<file path="src/rtl/booth_dot_accum_if.sv">
// Bundles the product-in and result-out handshakes of the Booth dot-product
// accumulator. The master drives jobs and products; the slave is the accumulator.
interface booth_dot_accum_if #(
    parameter int N     = 16,
    parameter int ACC_W = 40,
    parameter int LEN_W = 8
);
    logic                    start;
    logic [LEN_W-1:0]        len;
    logic                    prod_valid;
    logic                    prod_ready;
    logic signed [2*N-1:0]   Product;
    logic                    acc_valid;
    logic                    acc_ready;
    logic signed [ACC_W-1:0] Acc;
    logic                    overflow;
    logic                    busy;

    modport master (
        output start, len, prod_valid, Product, acc_ready,
        input  prod_ready, acc_valid, Acc, overflow, busy
    );

    modport slave (
        input  start, len, prod_valid, Product, acc_ready,
        output prod_ready, acc_valid, Acc, overflow, busy
    );
endinterface

</file>
<file path="src/rtl/booth_dot_accum.sv">
// Sums a fixed-length stream of signed Booth products into a saturating
// signed accumulator and hands the result out over a valid/ready handshake.
module booth_dot_accum #(
    parameter int N     = 16,
    parameter int ACC_W = 40,
    parameter int LEN_W = 8
) (
    input logic               clk,
    input logic               rst,
    booth_dot_accum_if.slave  bus
);
    typedef enum logic [1:0] {
        IDLE  = 2'd0,
        ACCUM = 2'd1,
        DONE  = 2'd2
    } state_t;

    localparam logic signed [ACC_W-1:0] ACC_MAX = {1'b0, {(ACC_W-1){1'b1}}};
    localparam logic signed [ACC_W-1:0] ACC_MIN = {1'b1, {(ACC_W-1){1'b0}}};

    state_t                  state_q;
    logic signed [ACC_W-1:0] acc_q;
    logic                    overflow_q;
    logic [LEN_W-1:0]        count_q;
    logic                    prod_ready_q;
    logic                    acc_valid_q;
    logic                    busy_q;

    logic signed [ACC_W:0]   sum_d;
    logic signed [ACC_W-1:0] acc_d;
    logic                    sat_hi_d;
    logic                    sat_lo_d;
    logic                    transfer_d;

    // One guard bit is enough because ACC_W >= 2N: the two top bits of the
    // widened sum disagree exactly when the true sum left the ACC_W range.
    always_comb begin
        sum_d      = {acc_q[ACC_W-1], acc_q}
                   + {{(ACC_W+1-2*N){bus.Product[2*N-1]}}, bus.Product};
        sat_hi_d   = (sum_d[ACC_W:ACC_W-1] == 2'b01);
        sat_lo_d   = (sum_d[ACC_W:ACC_W-1] == 2'b10);
        acc_d      = sum_d[ACC_W-1:0];
        if (sat_hi_d) begin
            acc_d = ACC_MAX;
        end else if (sat_lo_d) begin
            acc_d = ACC_MIN;
        end
        transfer_d = bus.prod_valid & prod_ready_q;
    end

    // Handshake outputs are registered and updated together with the state,
    // so they always reflect the state being entered.
    always_ff @(posedge clk or posedge rst) begin
        if (rst) begin
            state_q      <= IDLE;
            acc_q        <= '0;
            overflow_q   <= 1'b0;
            count_q      <= '0;
            prod_ready_q <= 1'b0;
            acc_valid_q  <= 1'b0;
            busy_q       <= 1'b0;
        end else begin
            case (state_q)
                IDLE: begin
                    if (bus.start) begin
                        acc_q      <= '0;
                        overflow_q <= 1'b0;
                        busy_q     <= 1'b1;
                        if (bus.len != '0) begin
                            count_q      <= bus.len;
                            prod_ready_q <= 1'b1;
                            state_q      <= ACCUM;
                        end else begin
                            acc_valid_q <= 1'b1;
                            state_q     <= DONE;
                        end
                    end
                end
                ACCUM: begin
                    if (transfer_d) begin
                        acc_q   <= acc_d;
                        count_q <= count_q - 1'b1;
                        if (sat_hi_d || sat_lo_d) begin
                            overflow_q <= 1'b1;
                        end
                        if (count_q == LEN_W'(1)) begin
                            prod_ready_q <= 1'b0;
                            acc_valid_q  <= 1'b1;
                            state_q      <= DONE;
                        end
                    end
                end
                DONE: begin
                    if (bus.acc_ready) begin
                        acc_valid_q <= 1'b0;
                        busy_q      <= 1'b0;
                        state_q     <= IDLE;
                    end
                end
                default: begin
                    prod_ready_q <= 1'b0;
                    acc_valid_q  <= 1'b0;
                    busy_q       <= 1'b0;
                    state_q      <= IDLE;
                end
            endcase
        end
    end

    assign bus.prod_ready = prod_ready_q;
    assign bus.acc_valid  = acc_valid_q;
    assign bus.Acc        = acc_q;
    assign bus.overflow   = overflow_q;
    assign bus.busy       = busy_q;
endmodule
</file>
<file path="src/flat_wrapper.sv">
// flat-port wrapper written by rule: the top's interface ports become plain ports
module booth_dot_accum_flat 
#(
    parameter int N     = 16,
    parameter int ACC_W = 40,
    parameter int LEN_W = 8
)
  (clk, rst, bus_start, bus_len, bus_prod_valid, bus_Product, bus_acc_ready, bus_prod_ready, bus_acc_valid, bus_Acc, bus_overflow, bus_busy);
  booth_dot_accum_if #(.N(N), .ACC_W(ACC_W), .LEN_W(LEN_W)) bus_i ();
  input logic clk;
  input logic rst;
  input wire logic [$bits(bus_i.start)-1:0] bus_start;
  input wire logic [$bits(bus_i.len)-1:0] bus_len;
  input wire logic [$bits(bus_i.prod_valid)-1:0] bus_prod_valid;
  input wire logic [$bits(bus_i.Product)-1:0] bus_Product;
  input wire logic [$bits(bus_i.acc_ready)-1:0] bus_acc_ready;
  output wire logic [$bits(bus_i.prod_ready)-1:0] bus_prod_ready;
  output wire logic [$bits(bus_i.acc_valid)-1:0] bus_acc_valid;
  output wire logic [$bits(bus_i.Acc)-1:0] bus_Acc;
  output wire logic [$bits(bus_i.overflow)-1:0] bus_overflow;
  output wire logic [$bits(bus_i.busy)-1:0] bus_busy;
  assign bus_i.start = bus_start;
  assign bus_i.len = bus_len;
  assign bus_i.prod_valid = bus_prod_valid;
  assign bus_i.Product = bus_Product;
  assign bus_i.acc_ready = bus_acc_ready;
  assign bus_prod_ready = bus_i.prod_ready;
  assign bus_acc_valid = bus_i.acc_valid;
  assign bus_Acc = bus_i.Acc;
  assign bus_overflow = bus_i.overflow;
  assign bus_busy = bus_i.busy;
  booth_dot_accum #(.N(N), .ACC_W(ACC_W), .LEN_W(LEN_W)) u_core (.clk(clk), .rst(rst), .bus(bus_i));
endmodule
</file>
<file path="config.mk">
export PLATFORM = sky130hd
export DESIGN_NAME = booth_dot_accum_flat
export DESIGN_NICKNAME = d
export VERILOG_FILES = /design/src/rtl/booth_dot_accum_if.sv /design/src/rtl/booth_dot_accum.sv /design/src/flat_wrapper.sv
export SDC_FILE = /design/constraint.sdc
export NUM_CORES = 1
export LEC_CHECK = 0
export BUFFER_PORTS_ARGS = -buffer_cell sky130_fd_sc_hd__buf_2
export CAP_MARGIN = 15
export CORE_UTILIZATION = 61
export CTS_CLUSTER_SIZE = 8
export DETAILED_ROUTE_END_ITERATION = 16
export PLACE_DENSITY = 0.87
export SYNTH_ARGS = -nofsm -noshare
export SYNTH_HDL_FRONTEND = slang
export SYNTH_SLANG_ARGS = --single-unit
</file>
<file path="constraint.sdc">
create_clock -name clk -period 7.4 [get_ports clk]
set_input_delay 0.37 -clock clk [delete_from_list [all_inputs] [get_ports clk]]
set_output_delay 0.37 -clock clk [all_outputs]
set_load 0.01 [all_outputs]
</file>
==> results.sh, run 1 <==
export IMPL_vias_per_cell=6.40
export IMPL_cts_hold_buf=0
export IMPL_grt_pass1_vias=4467
export IMPL_critPathMaxFanout=25
export IMPL_power_switching_mw=1.10
export IMPL_peakVddDrop_mv=0.285
export IMPL_finalSetupTns_ns=0
export IMPL_nets=739
export IMPL_rsz0062_at_grt="false"
export IMPL_vias=4789
export IMPL_layout_drive_gt1_share=0.188
export IMPL_cts_inserted_buffers=5
export IMPL_cts_tree="built"
export IMPL_path_delay_family="compound AO/OA/AOI/OAI gates"
export IMPL_min_period_ns=4.34
export IMPL_hold_class="input pin to register"
export IMPL_netlist_instances=577
export IMPL_first_pass_iters=5
export IMPL_pre_cts_ws_ns=3.03
export IMPL_root_buffer="clkbuf_8"
export IMPL_io_pins=89
export IMPL_drc=0
export IMPL_clkPwrFrac=0.084
export IMPL_slew_headroom=0.294
export IMPL_ys_seq_area_frac=0.286
export IMPL_num_rows=31
export IMPL_ys_seq_elements=54
export IMPL_synth_flop_cell="dfrtp_1"
export IMPL_crit_buf_inv=1
export IMPL_diodes=0
export IMPL_dp_cells=739
export IMPL_crit_type="register to register"
export IMPL_switching_share=0.506
export IMPL_setup_violations=0
export IMPL_cts_buffer_depth=2
export IMPL_synthesis_area_um2=4730
export IMPL_nFillCells=594
export IMPL_cts_resized=0
export IMPL_cts_setup_buffers=0
export IMPL_clkTransAtPathRegs_ns=0.11
export IMPL_finalMaxSlewViolations=0
export IMPL_initial_core_util=0.642
export IMPL_syn_avg_cell_area_um2=8.19
export IMPL_wire_per_inst_um=16.5
export IMPL_synth_cell_type_count=68
export IMPL_die_w_um=90.0
export IMPL_maxCapViolations=0
export IMPL_dr_first_iter_drc_count=309
export IMPL_fp_dieH_um=90.0
export IMPL_dieArea_um2=8110
export IMPL_grt_max_degree=55
export IMPL_grt_antenna_before_repair=0
export IMPL_power_per_cell_area_nw_per_um2=410
export IMPL_fin_skew_ns=0.0137
export IMPL_power_internal_mw=1.08
export IMPL_synth_top_area_frac=0.286
export IMPL_startpoint_type="register"
export IMPL_status="finished clean"
export IMPL_hold_viol=0
export IMPL_syn_nets=668
export IMPL_core_area_um2=7370
export IMPL_yosysWarnings=0
export IMPL_slowest_delay_ns=0.68
export IMPL_cts_sinks=54
export IMPL_seq_power_share=0.247
export IMPL_synth_area_leaders="dfrtp_1, ha_1, a21oi_1"
export IMPL_yosys_cell_count_top_type="a21oi_1"
export IMPL_gr_total_overflow=0
export IMPL_async_reset_ff_frac=1.00
export IMPL_antenna_left=0
export IMPL_portBuffers=88
export IMPL_fin_cells=748
export IMPL_worst_slew_pin_slew_ns=1.06
export IMPL_cts_htree_levels=2
export IMPL_comb_power_share=0.670
export IMPL_areaGrowthSynthToFinish_pct=12.3
export IMPL_crit_slowest_cell="nand2_1"
export IMPL_drt_total_wl_mm=12.4
export IMPL_worstSetupEndpointType="register"
export IMPL_synth_common_cells="a21oi_1, o21ai_0, nand2_1"
export IMPL_finalCritPeriodShare=0.586
export IMPL_finalWeightedCongestion=1.00
export IMPL_grtUsageTotal=0.304
export IMPL_crit_chain="ha_1 > a211oi_1 > o21ai_1 > nand3_1 > a211oi_2 > o211ai_2 > a31oi_4 > a221oi_4 > xnor2_1 > ha_1 > clkinv_1 > nand2_1 > nor3_1 > nand4_1 > nand3_1"
export IMPL_fin_ws_ns=3.06
export IMPL_synth_edf_count=0
export IMPL_leakage_nw=2.56
export IMPL_grt_pass1_wl_mm=20.5
export IMPL_worstPathArrival_ns=4.54
export IMPL_clock_fmax_ghz=0.230
export IMPL_hpwl_mm=9.18
export IMPL_synth_top_area_cell="dfrtp_1"
export IMPL_clk_latency_ns=0.32
export IMPL_worstPathRequired_ns=7.60
-- flip-flops by register name, summed over array words and instances, names as in the netlist --
register and flops:
u_core.bus.Acc 40, u_core.bus.acc_valid 1, u_core.bus.busy 1, u_core.bus.overflow 1, u_core.bus.prod_ready 1, u_core.count_q 8, u_core.state_q 2
-- layer usage --
layer / share of wire / wire length, um / GRT usage
met1: 0.43 / 5320 / 0.398
met2: 0.48 / 5950 / 0.511
met5: 0 / 0 / 0
met3: 0.069 / 859 / 0.0448
met4: 0.019 / 240 / 0.103
-- placed cells by master (no fill, tap or decap), drive strengths merged, types with 3 or more instances in the layout --
master / instances
a211oi: 12
o21a: 9
and4: 4
a221oi: 5
nand2b: 4
a31oi: 11
dfrtp: 54
nand3: 17
a21o: 13
clkbuf: 5
xnor2: 19
and2: 4
buf: 90
a211o: 3
nand4: 8
and3: 3
a21boi: 3
or3: 3
nand2: 56
inv: 19
nor2b: 4
a21oi: 71
a22oi: 3
o31ai: 6
nor4: 3
o21ai: 70
nor3: 14
o21bai: 5
ha: 45
o211ai: 4
xor2: 13
nor2: 42
-- per-stage QoR --
step | instance area (um2) | hold WS (ns) | utilization | power [mW]
final | 5310 | 0.223 | 0.721 | 2.18
after floorplan | 4730 | 0.456 | - | 1.60
after global routing | 5310 | 0.212 | 0.721 | 2.35
after global placement | 5190 | 0.465 | 0.704 | 1.89
after CTS | 5280 | 0.217 | 0.717 | 2.14
after detailed placement | 5190 | 0.482 | 0.704 | 1.95
-- power by group through the flow --
stage / Sequential [mW] / Combinational, mW / Clock, mW
detailed placement: 0.540 / 1.41 / 0
floorplan: 0.561 / 1.04 / 0
finish: 0.538 / 1.46 / 0.182
global route: 0.553 / 1.61 / 0.193
CTS: 0.535 / 1.42 / 0.185
global placement: 0.533 / 1.36 / 0
-- cell type report --
type,instances,area (um2),share of cell area
multi-input cells,478,3200,0.602
flip-flops and latches,54,1350,0.254
repair buffers,90,475,0.0895
well taps,99,124,0.0233
inverters,19,71.3,0.0134
clock buffers,5,68.8,0.0130
clock inverters,3,25.0,0.00471
-- worst paths after layout --
| path | end | cells past startpoint | from | slack, ns |
|---|---|---|---|---|
| worst max-delay path | u_core.bus.Acc[35]$_DFFE_PP0P_ | 15 | u_core.bus.Acc[1]$_DFFE_PP0P_ | 3.06 |
| min in group asynchronous | u_core.bus.Acc[5]$_DFFE_PP0P_ | 3 | rst | 0.23 |
| worst min register to register | u_core.bus.overflow$_DFFE_PP0P_ | 1 | u_core.bus.overflow$_DFFE_PP0P_ | 0.50 |
| max in group asynchronous | u_core.bus.Acc[35]$_DFFE_PP0P_ | 3 | rst | 6.70 |
| worst min-delay path | u_core.state_q[1]$_DFFE_PP0P_ | 2 | bus_acc_ready | 0.22 |
| worst max register to register | u_core.bus.Acc[35]$_DFFE_PP0P_ | 15 | u_core.bus.Acc[1]$_DFFE_PP0P_ | 3.06 |
-- cell families after synthesis --
kind of cell | share of synthesized area
compound gates | 0.318
xor+xnor | 0.0593
fa+ha+maj | 0.123
buf+inv | 0.0407
flops | 0.286
mux | 0.00450
simple gates | 0.169
Note: power is estimated with default switching activity, not from simulation.
==> run 2, diff against run 1 <==
--- a/config.mk
+++ b/config.mk
@@ -5,12 +5,13 @@
 export SDC_FILE = /design/constraint.sdc
 export NUM_CORES = 1
 export LEC_CHECK = 0
+export ABC_AREA = 1
 export BUFFER_PORTS_ARGS = -buffer_cell sky130_fd_sc_hd__buf_2
 export CAP_MARGIN = 15
-export CORE_UTILIZATION = 61
+export CORE_UTILIZATION = 53
 export CTS_CLUSTER_SIZE = 8
 export DETAILED_ROUTE_END_ITERATION = 16
-export PLACE_DENSITY = 0.87
+export PLACE_DENSITY = 0.78
 export SYNTH_ARGS = -nofsm -noshare
 export SYNTH_HDL_FRONTEND = slang
 export SYNTH_SLANG_ARGS = --single-unit
==> constraint.sdc (replaced) <==
create_clock -name clk -period 3.8 [get_ports clk]
set_input_delay 0.19 -clock clk [delete_from_list [all_inputs] [get_ports clk]]
set_output_delay 0.19 -clock clk [all_outputs]
set_load 0.01 [all_outputs]
==> results.sh, run 2 <==
export IMPL_fin_skew_ns=0.00769
export IMPL_layout_drive_gt1_share=0.142
export IMPL_ff_latch_area_um2=1350
export IMPL_worstSetupEndpointType="register"
export IMPL_finalMaxSlewViolations=0
export IMPL_hpwl_mm=11.7
export IMPL_multi_input_area_um2=3700
export IMPL_wire_per_inst_um=12.6
export IMPL_status="finished clean"
export IMPL_synthesis_area_um2=5670
export IMPL_peakVddDrop_mv=0.465
export IMPL_synth_common_cells="nand2_1, inv_1, nor2_1"
export IMPL_vias=5953
export IMPL_drc=0
export IMPL_yosys_cell_count_top_type="nand2_1"
export IMPL_nFillCells=1086
export IMPL_die_w_um=105
export IMPL_clock_fmax_ghz=0.303
export IMPL_cts_tree="built"
export IMPL_synth_flop_cell="dfrtp_1"
export IMPL_diodes=0
export IMPL_cts_hold_buf=0
export IMPL_synth_top_area_cell="nand2_1"
export IMPL_rsz0062_at_grt="false"
export IMPL_leakage_nw=3.82
export IMPL_first_pass_iters=5
export IMPL_vias_per_cell=5.11
export IMPL_power_per_cell_area_nw_per_um2=830
export IMPL_synth_cell_type_count=42
export IMPL_gr_total_overflow=0
export IMPL_nets=1118
export IMPL_crit_chain="ha_1 > inv_1 > fa_1 > inv_1 > nand3_1 > nand3_1 > nand2_1 > nand3_2 > nand2_1 > nand2_2 > nand2_2 > nand2_2 > nand3_2 > nand2_1 > nand2_1 > nand2_1 > ha_1 > clkinv_1 > nand3_1 > nand2_1 > nand2_1 > nand2_1"
export IMPL_finalSetupTns_ns=0
export IMPL_slew_headroom=0.326
export IMPL_cts_buffer_depth=2
export IMPL_netlist_instances=944
export IMPL_mostFrequentLayoutCells="nand2_1, inv_1, buf_2"
export IMPL_syn_avg_cell_area_um2=6.01
export IMPL_dieArea_um2=11100
export IMPL_worstPathRequired_ns=4.02
export IMPL_critPathMaxFanout=17
export IMPL_num_rows=37
export IMPL_final_util=0.612
export IMPL_async_reset_ff_frac=1.00
export IMPL_finalWeightedCongestion=1.00
export IMPL_grt_antenna_before_repair=0
export IMPL_synth_top_area_frac=0.242
export IMPL_cts_setup_buffers=0
export IMPL_fp_dieH_um=105
export IMPL_startpoint_type="register"
export IMPL_ys_seq_elements=54
export IMPL_root_buffer="clkbuf_8"
export IMPL_crit_type="register to register"
export IMPL_slowest_delay_ns=0.43
export IMPL_hold_viol=0
export IMPL_synth_edf_count=0
export IMPL_cts_resized=0
export IMPL_areaGrowthSynthToFinish_pct=11.9
export IMPL_setup_violations=0
export IMPL_ys_seq_area_frac=0.238
export IMPL_finalInstanceArea_um2=6350
export IMPL_cts_htree_levels=2
export IMPL_cp_common_cell="nand2_1"
export IMPL_grt_pass1_vias=5250
export IMPL_clkTransAtPathRegs_ns=0.11
export IMPL_hold_class="input pin to async pin"
export IMPL_min_period_ns=3.30
export IMPL_grt_max_degree=55
export IMPL_yosysWarnings=0
export IMPL_clk_latency_ns=0.32
export IMPL_grtUsageTotal=0.272
export IMPL_drt_total_wl_mm=14.7
export IMPL_antenna_left=0
export IMPL_grt_pass1_wl_mm=24.7
export IMPL_cts_inserted_buffers=5
export IMPL_initial_core_util=0.547
export IMPL_portBuffers=88
export IMPL_maxCapViolations=0
export IMPL_synth_area_leaders="nand2_1, dfrtp_1, ha_1"
export IMPL_final_common_cell="nand2_1"
export IMPL_core_area_um2=10400
export IMPL_worst_slew_pin_slew_ns=1.01
export IMPL_finalCritPeriodShare=0.868
export IMPL_syn_nets=1035
export IMPL_io_pins=89
export IMPL_largest_reg_flops=40
export IMPL_dr_first_iter_drc_count=338
export IMPL_cts_sinks=54
export IMPL_crit_slowest_cell="fa_1"
export IMPL_worstPathArrival_ns=3.52
export IMPL_place_area_um2=6230
## run 2: per-stage QoR
step	power (mW)	hold slack (ns)	worst slack, ns	cells
after global placement	4.80	0.422	0.635	1156
after floorplan	3.90	0.346	0.797	944
after CTS	5.26	0.0623	0.506	1164
after global routing	5.87	0.101	0.172	1164
final	5.27	0.0327	0.503	1164
after detailed placement	4.81	0.426	0.605	1156
## run 2: worst paths after layout
| kind | depth (start not counted) | slack, ns | end | start |
|---|---|---|---|---|
| worst max-delay path | 22 | 0.50 | u_core.bus.Acc[26]$_DFFE_PP0P_ | u_core.bus.Acc[0]$_DFFE_PP0P_ |
| worst min-delay path | 3 | 0.03 | u_core.bus.Acc[6]$_DFFE_PP0P_ | rst |
| worst max register to register | 22 | 0.50 | u_core.bus.Acc[26]$_DFFE_PP0P_ | u_core.bus.Acc[0]$_DFFE_PP0P_ |
| worst min register to register | 1 | 0.51 | u_core.bus.overflow$_DFFE_PP0P_ | u_core.bus.overflow$_DFFE_PP0P_ |
| max in group asynchronous | 3 | 3.32 | u_core.bus.Acc[26]$_DFFE_PP0P_ | rst |
| min in group clk | 3 | 0.13 | u_core.count_q[0]$_DFFE_PP0P_ | bus_len[0] |
## run 2: cell families after synthesis
group / count (synthesis) / synth area share
flip-flops: 54 / 0.238
AO/OA/AOI/OAI: 123 / 0.122
adder cells (fa/ha/maj): 46 / 0.103
AND/OR/NAND/NOR: 555 / 0.415
XOR/XNOR: 8 / 0.0124
buffers and inverters: 158 / 0.109
## run 2: cell type report
| type | instances | area share |
|---|---|---|
| Timing Repair Buffer | 93 | 0.0753 |
| Multi-Input combinational cell | 732 | 0.583 |
| Inverter | 141 | 0.0838 |
| Clock inverter | 3 | 0.00769 |
| Tap cell | 136 | 0.0268 |
| Sequential cell | 54 | 0.213 |
| Clock buffer | 5 | 0.0108 |
## run 2: where the power goes
part | switching [mW] | total, mW | leakage (nW) | internal (mW)
clock | 0.219 | 0.420 | 0.0563 | 0.201
sequential | 0.224 | 1.07 | 0.705 | 0.849
combinational | 2.42 | 3.77 | 3.06 | 1.35
## run 2: per-layer routing
layer  up-vias  share of wire  track usage
met5         -              0            0
met4         0          0.015       0.0654
met3        20          0.055       0.0309
met2       158           0.45        0.444
met1      2628           0.48        0.384
li1       3147              -            -
## run 2: critical path: cells and delay by family (launching register included)
kind | cells | cell delay, ns
buf+inv | 3 | 0.60
flops | 1 | 0.39
simple gates | 16 | 1.41
fa+ha+maj | 3 | 0.79
